### config.mk
export PLATFORM = sky130hd
export DESIGN_NAME = msgdma_desc_sequencer
export DESIGN_NICKNAME = d
export VERILOG_FILES = /design/src/rtl/msgdma_desc_sequencer.sv
export SDC_FILE = /design/constraint.sdc
export NUM_CORES = 1
export LEC_CHECK = 0
export ABC_AREA = 1
export CORE_MARGIN = 1
export CORE_UTILIZATION = 60
export DETAILED_ROUTE_END_ITERATION = 8
export GPL_ROUTABILITY_DRIVEN = 1
export PLACE_DENSITY_LB_ADDON = 0.2
export SLEW_MARGIN = 0
export SYNTH_ARGS = -nofsm -noshare
export SYNTH_HDL_FRONTEND = slang
export SYNTH_SLANG_ARGS = --single-unit
### constraint.sdc
create_clock -name clk_100_clk -period 3.3 [get_ports clk_100_clk]
set_input_delay 0.495 -clock clk_100_clk [delete_from_list [all_inputs] [get_ports clk_100_clk]]
set_output_delay 0.495 -clock clk_100_clk [all_outputs]
set_load 0.05 [all_outputs]
### src/rtl/msgdma_desc_sequencer.sv
// Splits one (address, length) transfer request into mSGDMA descriptors and writes them to the
// dispatcher over Avalon-MM, honouring the descriptor-buffer-full flag, then waits for idle.
module msgdma_desc_sequencer #(
  parameter logic [31:0] CSR_BASE  = 32'h0000_0000,
  parameter logic [31:0] DESC_BASE = 32'h0000_0020,
  parameter logic [31:0] MAX_CHUNK = 32'h0000_1000
) (
  input  logic        clk_100_clk,
  input  logic        reset_reset,
  input  logic        start,
  input  logic [31:0] src_addr,
  input  logic [31:0] xfer_len,
  output logic        busy,
  output logic        done,
  output logic        err,
  output logic [15:0] desc_count,
  output logic [31:0] avm_address,
  output logic        avm_write,
  output logic [31:0] avm_writedata,
  output logic        avm_read,
  input  logic [31:0] avm_readdata,
  input  logic        avm_readdatavalid,
  input  logic        avm_waitrequest
);

  typedef enum logic [3:0] {
    IDLE, STAT_RD, STAT_WT, WR_RADDR, WR_WADDR, WR_LEN, WR_CTRL, DRAIN_RD, DRAIN_WT, DONE
  } state_t;

  state_t      state;
  logic [31:0] cur_addr;
  logic [31:0] remaining;
  logic [31:0] chunk;
  logic [31:0] next_chunk;
  logic        last_desc;
  logic        bad_request;
  logic        unused_readdata;

  assign next_chunk  = (remaining > MAX_CHUNK) ? MAX_CHUNK : remaining;
  assign last_desc   = (remaining == chunk);
  assign bad_request = (xfer_len == 32'd0) || (xfer_len[1:0] != 2'b00) || (src_addr[1:0] != 2'b00);
  // Only the full (bit2) and busy (bit0) status flags matter here.
  assign unused_readdata = ^{avm_readdata[31:3], avm_readdata[1]};

  always_ff @(posedge clk_100_clk) begin
    if (reset_reset) begin
      state         <= IDLE;
      busy          <= 1'b0;
      done          <= 1'b0;
      err           <= 1'b0;
      desc_count    <= 16'd0;
      avm_address   <= 32'd0;
      avm_write     <= 1'b0;
      avm_writedata <= 32'd0;
      avm_read      <= 1'b0;
      cur_addr      <= 32'd0;
      remaining     <= 32'd0;
      chunk         <= 32'd0;
    end else begin
      done <= 1'b0;
      err  <= 1'b0;
      case (state)
        IDLE: begin
          if (start) begin
            if (bad_request) begin
              err <= 1'b1;
            end else begin
              cur_addr    <= src_addr;
              remaining   <= xfer_len;
              desc_count  <= 16'd0;
              busy        <= 1'b1;
              avm_read    <= 1'b1;
              avm_address <= CSR_BASE;
              state       <= STAT_RD;
            end
          end
        end
        STAT_RD, DRAIN_RD: begin
          if (!avm_waitrequest) begin
            avm_read <= 1'b0;
            state    <= (state == STAT_RD) ? STAT_WT : DRAIN_WT;
          end
        end
        STAT_WT: begin
          if (avm_readdatavalid) begin
            if (avm_readdata[2]) begin
              avm_read <= 1'b1;
              state    <= STAT_RD;
            end else begin
              chunk         <= next_chunk;
              avm_write     <= 1'b1;
              avm_address   <= DESC_BASE;
              avm_writedata <= cur_addr;
              state         <= WR_RADDR;
            end
          end
        end
        WR_RADDR: begin
          if (!avm_waitrequest) begin
            avm_address   <= DESC_BASE + 32'h4;
            avm_writedata <= 32'd0;
            state         <= WR_WADDR;
          end
        end
        WR_WADDR: begin
          if (!avm_waitrequest) begin
            avm_address   <= DESC_BASE + 32'h8;
            avm_writedata <= chunk;
            state         <= WR_LEN;
          end
        end
        WR_LEN: begin
          if (!avm_waitrequest) begin
            avm_address   <= DESC_BASE + 32'hC;
            avm_writedata <= last_desc ? 32'h8000_4000 : 32'h8000_0000;
            state         <= WR_CTRL;
          end
        end
        WR_CTRL: begin
          if (!avm_waitrequest) begin
            avm_write   <= 1'b0;
            cur_addr    <= cur_addr + chunk;
            remaining   <= remaining - chunk;
            desc_count  <= desc_count + 16'd1;
            avm_read    <= 1'b1;
            avm_address <= CSR_BASE;
            state       <= last_desc ? DRAIN_RD : STAT_RD;
          end
        end
        DRAIN_WT: begin
          if (avm_readdatavalid) begin
            if (avm_readdata[0]) begin
              avm_read <= 1'b1;
              state    <= DRAIN_RD;
            end else begin
              done  <= 1'b1;
              busy  <= 1'b0;
              state <= DONE;
            end
          end
        end
        DONE: begin
          state <= IDLE;
        end
        default: begin
          state <= IDLE;
        end
      endcase
    end
  end

endmodule

# Yosys cells after proc, flatten, opt, wreduce, memory -nomap -nowiden
# Cells that the tools add are included.
[totals] reg_bits=185 in_bits=101 output_inout_bits=85
[op_classes] bitwise=5 order_cmp=1 n_mux=59 n_addsub=3 n_eq_ne=22 reduce_logical=23
[op_table] cell="$mux W32" n=19
[op_table] cell="$pmux W32 S6" n=1
[op_table] cell="$pmux W32 S2" n=2
[op_table] cell="$pmux W32 S4" n=1
[op_table] cell="$mux W16" n=3
[op_table] cell="$mux W4" n=11
[op_table] cell="$add A32 B32 Y32" n=1
[op_table] cell="$eq A32 B32 Y1" n=1
[op_table] cell="$gt A32 B13 Y1 const B" n=1
[op_table] cell="$logic_not A32 Y1" n=1
[op_table] cell="$pmux W16 S2" n=1
[op_table] cell="$pmux W4 S8" n=1
[op_table] cell="$sub A32 B32 Y32" n=1
[op_table] cell="$reduce_and A9 Y1" n=3
[op_table] cell="$ne A2 B2 Y1 const B" n=13
[op_table] cell="$add A16 B1 Y16 const B" n=1
[op_table] cell="$eq A4 B3 Y1 const B" n=4
[op_table] cell="$mux W15" n=1
[op_table] cell="$mux W1" n=14
[op_table] cell="$reduce_bool A2 Y1" n=5
[op_table] cell="$eq A4 B2 Y1 const B" n=2
[op_table] cell="$reduce_and A4 Y1" n=2
[op_table] cell="$reduce_and A6 Y1" n=1
[op_table] cell="$reduce_bool A6 Y1" n=1
[op_table] cell="other kinds (15)" n=22

# Depth between registers and ports, before layout
# Gate-level depths: netlist (run 1).
[depth] depth_word=6 mapped_depth=15

# Worst setup path after synthesis (run 1)
# Ideal clock, no wire load.
[synth_timing] path_type="register -> register" startpoint="reg chunk[0]" endpoint="reg cur_addr[16]" path_buffers=0 stages_incl_launch_ff=11 required_ps=3183 setup_slack_ps=1387 setup_time_ps=117 t_arrival_ps=1796 cell_sequence="dfxtp_1 > ha_1 > fa_1 > nand3_1 > nand3_1 > a21oi_1 > o21ai_0 > o21ai_0 > a21oi_1 > nor2_1 > nor2_1"
[synth_between] elab_chain_len=3
[synth_rtl] item="from (decl)" line_no="33" rtl="logic [31:0] chunk;"
[synth_rtl] item="from (signal assigned)" line_no="90" rtl="chunk <= next_chunk;"
[synth_rtl] item="$add A32 B32 Y32" line_no="122" rtl="cur_addr <= cur_addr + chunk;"
[synth_rtl] item="$mux W32" line_no="120" rtl="if (!avm_waitrequest) begin"
[synth_rtl] item="$pmux W32 S2" line_no="62" rtl="case (state)"
[synth_rtl] item="to (signal assigned)" line_no="68" rtl="cur_addr <= src_addr;"
[synth_rtl] item="to (signal assigned)" line_no="122"
[synth_rtl] item="to (decl)" line_no="31" rtl="logic [31:0] cur_addr;"
# Every way passes these cells. The select of a mux whose other input is x is not followed.
# A chain may end at the register's enable or synchronous reset.

# Worst setup path after layout (run 1)
[layout_timing] startpoint="reg state[2]" endpoint="reg avm_writedata[13]"
[layout_between] elab_chain_len=3 word_cells_on_any_way=12
[layout_rtl] item="from (decl)" line_no="30" rtl="state_t state;"
[layout_rtl] item="from (signal assigned)" line_no="81" rtl="state <= (state == STAT_RD) ? STAT_WT : DRAIN_WT;"
[layout_rtl] item="from (signal assigned)" line_no="127" rtl="state <= last_desc ? DRAIN_RD : STAT_RD;"
[layout_rtl] item="$eq A4 B3 Y1 / $eq A4 B2 Y1 (equally long branches)" line_no="62"
[layout_rtl] item="$reduce_bool A4 Y1 (no source line) / $ne A2 B2 Y1 (equally long branches)"
[layout_rtl] item="$reduce_and A6 Y1 (no source line)"
[layout_rtl] item="to (signal assigned)" line_no="93" rtl="avm_writedata <= cur_addr;"
[layout_rtl] item="to (signal assigned)" line_no="108" rtl="avm_writedata <= chunk;"
[layout_rtl] item="to (signal assigned)" line_no="115" rtl="avm_writedata <= last_desc ? 32'h8000_4000 : 32'h8000_0000;"
[layout_rtl] item="to (decl)" line_no="19" rtl="output logic [31:0] avm_writedata,"
# Parallel ways exist; a longest one is shown, timed or not.

==> run_results.csv, run 1 <==
group,metric,value,unit
status,status,"complete, no violations",
global_routing,grt_pass1_vias,12300,
route,route.vias.total,13600,
critical_path,path_buf_inv,3,
critical_path,startpoint,"state[2]",
power_and_ir_drop,ir_drop,767,uV
final_layout,area_growth,15.7,%
synthesis,yosys-top-cells-area,"dfxtp_1 26%, nand2_1 20%, inv_1 9.4%",
critical_path,path_cells,"inv_1, nor2_1, nand2_2, nand2_1, inv_1, buf_4, a211oi_1, nor3_1",
route,firstDrtPassIters,6,
hold_path,worstHoldPathCells,2,
critical_path,required,3590,ps
critical_path,reg2reg_from,"state[2]",
placement,place_area,13500,um2
final_layout,seqCellArea,3120,um2
synthesis,netlist.area_leader.share,25.6,%
route,drc,0,
placement,port_buffers,126,
sta,setup_violations,0,
global_routing,grt_pass1_wl,62700,um
route,postRouteAntennaNets,0,
sta,period_minus_slack,2550,ps
route,routed_via_density,5.52,
critical_path,path_delay_family,"simple AND/OR/NAND/NOR gates",
clock_network,cts_root_buf,"clkbuf_16",
synthesis,async_reset_ff_share,0,%
sta,fin_tns_setup,0,ps
die,start_util,61.9,%
critical_path,crit_fanout,16,
critical_path,crit_type,"reg2reg",
sta,worst_pin_slew,686,ps
clock_network,cts_buffer_depth,2,
sta,finClkSkew,10.1,ps
clock_network,cts_resized,0,
power_and_ir_drop,p_leak,6.78,nW
global_routing,grt_start_max_net_pins,93,
clock_network,path_clk_slew,70,ps
critical_path,slowest_delay,400,ps
sta,rsz0062_at_grt,"false",
route,routed_wl,39800,um
global_routing,grt_overflow,0,
critical_path,rr_worst_depth,8,
hold_path,worstHoldPathType,"reg2reg",
critical_path,crit_top_cell,"inv_1",
hold_path,min-delay-start,"avm_writedata[0]",
global_routing,grtUsageTotal,39.2,%
die,ios,186,
critical_path,reg2reg_slack,750,ps
placement,dp_hpwl,29900,um
synthesis,syn_avg_cell_area,5.82,um2
clock_network,cts_hold_repair.buffers,0,
synthesis,yosysWarnings,0,
clock_network,clock_sinks,156,
clock_network,cts_setup_buffers,0,
final_layout,fill_cells,1840,
die,rows,51,
sta,slew-limit-headroom,54.2,%
sta,finalCritPeriodShare,77.4,%
sta,fmax,392,MHz
job,cap_violations,0,
clock_network,clock_latency,430,ps
clock_network,cts_buffers,17,
critical_path,arrival,2840,ps
synthesis,synth_seq_cells,156,
synthesis,yosysSeqAreaShare,25.6,%
power_and_ir_drop,powerDensity,922,nW/um2
final_layout,fin_nets,2351,
synthesis,synth_edf_count,0,
synthesis,synth_cell_type_count,41,
synthesis,synth_flop_cell,"dfxtp_1",
sta,slew_violations,0,
clock_network,cts_max_level,4,
die,coreArea,19700,um2
route,drt_iter0_drc,1194,
critical_path,cp.depth,8,
die,fp.dieH,145,um
critical_path,critical-path-slowest-cell,"a211oi_1",
critical_path,start_kind,"register",
placement,gp_congestion,1.01,
synthesis,netlist_instances,2095,
die,die_x,145,um
final_layout,stdcell_area,14100,um2
synthesis,syn_area,12200,um2
synthesis,synth_area_leader_cell,"dfxtp_1",
die,dieArea,20900,um2
final_layout,antenna_cells,0,
global_routing,antenna_found_initial,0,
final_layout,multiInputGateArea,7480,um2
clock_network,cts_tree,"yes",
final_layout,drive_gt1_share,3.05,%
critical_path,critPathCaptureType,"register",
route,wl_per_cell,16.2,um
sta,hold_viol_final,0,
-- synth_stat cells, drive strengths merged (2+ instances only) --
master and count:
nand2 658, inv 307, nor2 259, dfxtp 156
a21oi 138, nand3 120, o21ai 82, nor3 68
buf 65, ha 64, clkbuf 37, a211oi 30
a31oi 28, nand4 16, xor2 15, xnor2 14
a21o 7, nor4 6, o21bai 5, and2 4
nand3b 3, fa 2, o22ai 2, or2 2
-- layout by cell type (no fill, tap or decap), types with 3 or more instances in the layout --
cell,instances
nand2_1,654
nand3_1,119
dfxtp_1,156
nand2_2,3
a21o_1,7
clkdlybuf4s50_1,125
and2_1,4
a211oi_1,30
xnor2_1,14
inv_2,3
a21oi_1,138
nor2_2,3
a31oi_1,28
nor4_1,6
nand3b_1,3
clkbuf_16,17
buf_4,16
inv_1,304
xor2_1,15
ha_1,64
clkinvlp_4,4
nor2_1,254
buf_12,3
conb_1,29
o21bai_1,5
inv_6,7
o21ai_0,80
nand4_1,16
nor3_1,68
-- registers in the layout (all words and copies together) (netlist names) --
register       cells
avm_writedata     32
chunk             32
cur_addr          32
remaining         32
desc_count        16
state              4
avm_address        3
avm_read           1
avm_write          1
busy               1
done               1
err                1
-- kinds of logic (layout without fill, tap and decap cells) --
family / Yosys count / after routing / synth area share (%)
and+or+nand+nor: 1138 / 1138 / 37.9
adders and majority gates: 66 / 66 / 6.89
other: 1 / 29 / 0.0307
DFF: 156 / 156 / 25.6
xor gates and xnor gates: 29 / 29 / 2.08
buffers and inverters: 409 / 483 / 14.0
AOI/OAI and AO/OA: 296 / 296 / 13.4
-- per-layer routing --
| metal | share of wire (%) | track usage, % |
|---|---|---|
| met1 | 42 | 51.4 |
| met2 | 44 | 63.0 |
| met3 | 9.7 | 7.98 |
| met4 | 3.9 | 15.1 |
| met5 | 0 | 0 |
-- stage by stage --
| step | hold slack [ps] | worst slack [ps] | instances | utilization, % | power [W] |
|---|---|---|---|---|---|
| after floorplan | 451 | 1390 | 2123 | - | 0.00877 |
| final | 448 | 746 | 2462 | 71.5 | 0.0130 |
| after detailed placement | 437 | 496 | 2430 | 68.6 | 0.0108 |
| after CTS | 448 | 835 | 2462 | 71.5 | 0.0129 |
| after global placement | 435 | 545 | 2430 | 68.6 | 0.0107 |
| after global routing | 485 | 577 | 2462 | 71.5 | 0.0141 |
-- worst register-to-register path, stage by stage, from the launching register on --
cell and delay (ps):
dfxtp_1 370, inv_1 90, nor2_1 300, nand2_2 170
nand2_1 290, inv_1 370, buf_4 350, a211oi_1 410
nor3_1 80
-- worst paths after layout --
| kind | end |
|---|---|
| setup reg to reg | avm_writedata[13] |
| hold reg to reg | avm_writedata[0] |
| setup / recovery | avm_writedata[13] |
| hold / removal | avm_writedata[0] |
-- cell type report --
type	count	share of cell area (%)
tap	265	2.35
clock buffer	18	3.04
multi-input combinational	1558	53.0
timing repair buffer	144	10.1
sequential	156	22.1
inverter	307	8.17
clock inverter	14	1.11
-- power by group --
group | total, W | leakage [nW] | switching [W] | internal [W]
Combinational | 0.00827 | 5.24 | 0.00558 | 0.00269
Clock | 0.00201 | 0.275 | 0.000880 | 0.00113
Sequential | 0.00272 | 1.27 | 0.000399 | 0.00233
Note: power is estimated with default switching activity, not from simulation.
==> inputs of run 2 (changes only) <==
CORE_UTILIZATION = 50   (was 60)
clock period = 2.3 ns   (was 3.3 ns; I/O delays follow)
==> run 2 against run 1 <==
Effect of this change: clock skew is 0.95 ps higher; setup slack worse by 670 ps; power is 51% higher; via count is 1.4% higher; cell count is 4.8% higher; highest routed layer unchanged; die area is 20% higher; worst hold slack worse by 48 ps; wire length is 4.0% higher.
==> run_results.csv, run 2 (same netlist as run 1, synthesis figures left out) <==
group,metric,value,unit
clock_network,cts_buffer_depth,2,
sta,period_minus_slack,2230,ps
global_routing,antenna_found_initial,0,
status,status,"complete, no violations",
placement,place_area,14100,um2
route,routed_via_density,5.35,
critical_path,path_cells,"inv_1, ha_1, nand2_1, inv_1, nand2_1, nor2_1, nand4_1, buf_4, nor3_1, o21ai_0, a21oi_1",
route,postRouteAntennaNets,0,
sta,worst_pin_slew,732,ps
placement,place_ws,-94.4,ps
power_and_ir_drop,intPower,0.00944,W
critical_path,arrival,2590,ps
power_and_ir_drop,swShare,52.0,%
route,drt_iter0_drc,1259,
die,fp.dieH,158,um
power_and_ir_drop,powerDensity,1320,nW/um2
power_and_ir_drop,p_leak,7.15,nW
power_and_ir_drop,power_switching,0.0102,W
hold_path,worstHoldPathType,"in2reg",
critical_path,required,2660,ps
final_layout,antenna_cells,0,
power_and_ir_drop,clkPwrFrac,14.7,%
route,firstDrtPassIters,6,
power_and_ir_drop,ir_drop,748,uV
clock_network,cts_buffers,17,
final_layout,fin_cells,2579,
power_and_ir_drop,combinationalPowerShare,65.2,%
critical_path,slowest_delay,400,ps
placement,port_buffers,126,
sta,finClkSkew,11.1,ps
clock_network,cts_root_buf,"clkbuf_16",
clock_network,cts_max_level,4,
final_layout,stdcell_area,14900,um2
critical_path,crit_fanout,5,
final_layout,fin_nets,2414,
die,dieArea,25000,um2
global_routing,grt_start_max_net_pins,93,
critical_path,path_delay_family,"simple AND/OR/NAND/NOR gates",
route,wl_per_cell,16.1,um
critical_path,critPathCaptureType,"register",
die,coreArea,23700,um2
sta,finalCritPeriodShare,96.9,%
placement,gp_congestion,0.972,
placement,dp_hpwl,31300,um
critical_path,path_buf_inv,3,
global_routing,grtUsageTotal,33.1,%
die,rows,56,
clock_network,clock_latency,430,ps
sta,fmax,449,MHz
clock_network,cts_hold_repair.buffers,0,
route,drc,0,
route,routed_wl,41400,um
sta,slew_violations,0,
power_and_ir_drop,power.total,0.0197,W
clock_network,cts_tree,"yes",
job,cap_violations,0,
route,route.vias.total,13800,
final_layout,drive_gt1_share,7.26,%
global_routing,grt_overflow,0,
critical_path,crit_type,"reg2reg",
die,ios,186,
die,start_util,51.5,%
die,die_x,158,um
power_and_ir_drop,seqPwrFrac,20.1,%
final_layout,fin_util,63.0,%
critical_path,start_kind,"register",
final_layout,layout_common_cells,"648 x nand2_1, 304 x inv_1, 249 x nor2_1, 156 x dfxtp_1, 136 x a21oi_1",
global_routing,grt_pass1_vias,12300,
final_layout,layout_commonest_cell,"nand2_1",
sta,slew-limit-headroom,51.1,%
sta,fin_ws,71.9,ps
final_layout,area_growth,22.3,%
critical_path,critical-path-slowest-cell,"dfxtp_1",
clock_network,clock_sinks,156,
sta,hold_viol_final,0,
sta,setup_violations,0,
clock_network,path_clk_slew,70,ps
placement,place_inst,2543,
global_routing,grt_pass1_wl,64100,um
run 2: area by class of cell:
cell class | instances | area [um2]
Sequential cell | 156 | 3120
Multi-Input combinational cell | 1558 | 7660
Timing Repair Buffer | 207 | 2000
Clock inverter | 13 | 131
Clock buffer | 19 | 453
Fill cell | 2360 | 8760
Inverter | 307 | 1150
Tap cell | 319 | 399
run 2: what timing repair did:
item                       in CTS  in global routing
setup buffers                   0                  4
resized for setup               0                 35
setup endpoints to repair       0                 26
run 2: per-layer routing:
layer  wire, um  up-vias  track usage, %
met5          0        -               0
met4        749        0            7.97
met3       2960       58            3.70
met2      18400      544            52.7
met1      19300     6304            47.5
li1           -     6888               -
run 2: final timing paths:
| path | slack (ps) | startpoint | cells after the start | to |
|---|---|---|---|---|
| max | 70 | chunk[10] | 11 | avm_writedata[14] |
| min | 400 | reset_reset | 3 | avm_address[2] |
| max reg2reg | 70 | chunk[10] | 11 | avm_writedata[14] |
| min reg2reg | 450 | avm_writedata[0] | 2 | avm_writedata[0] |
run 2: through the flow:
step | setup TNS, ps | hold WS [ps]
after global routing | -35.7 | 431
after CTS | 0 | 431
after detailed placement | -2750 | 440
final | 0 | 400
after floorplan | 0 | 451
after global placement | -2280 | 435
run 2: worst register-to-register path, delay by kind of cell (launching register included):
kind / cells / cell delay [ps]
adders and majority gates: 1 / 400
AOI/OAI and AO/OA: 2 / 210
and+or+nand+nor: 5 / 740
DFF: 1 / 400
buffers and inverters: 3 / 420
run 2: power groups by stage:
| stage | registers [W] | clock network [W] | logic [W] |
|---|---|---|---|
| global placement | 0.00393 | 0 | 0.0120 |
| CTS | 0.00390 | 0.00292 | 0.0123 |
| finish | 0.00396 | 0.00290 | 0.0128 |
| floorplan | 0.00430 | 0 | 0.00828 |
| detailed placement | 0.00395 | 0 | 0.0122 |
| global route | 0.00401 | 0.00302 | 0.0142 |
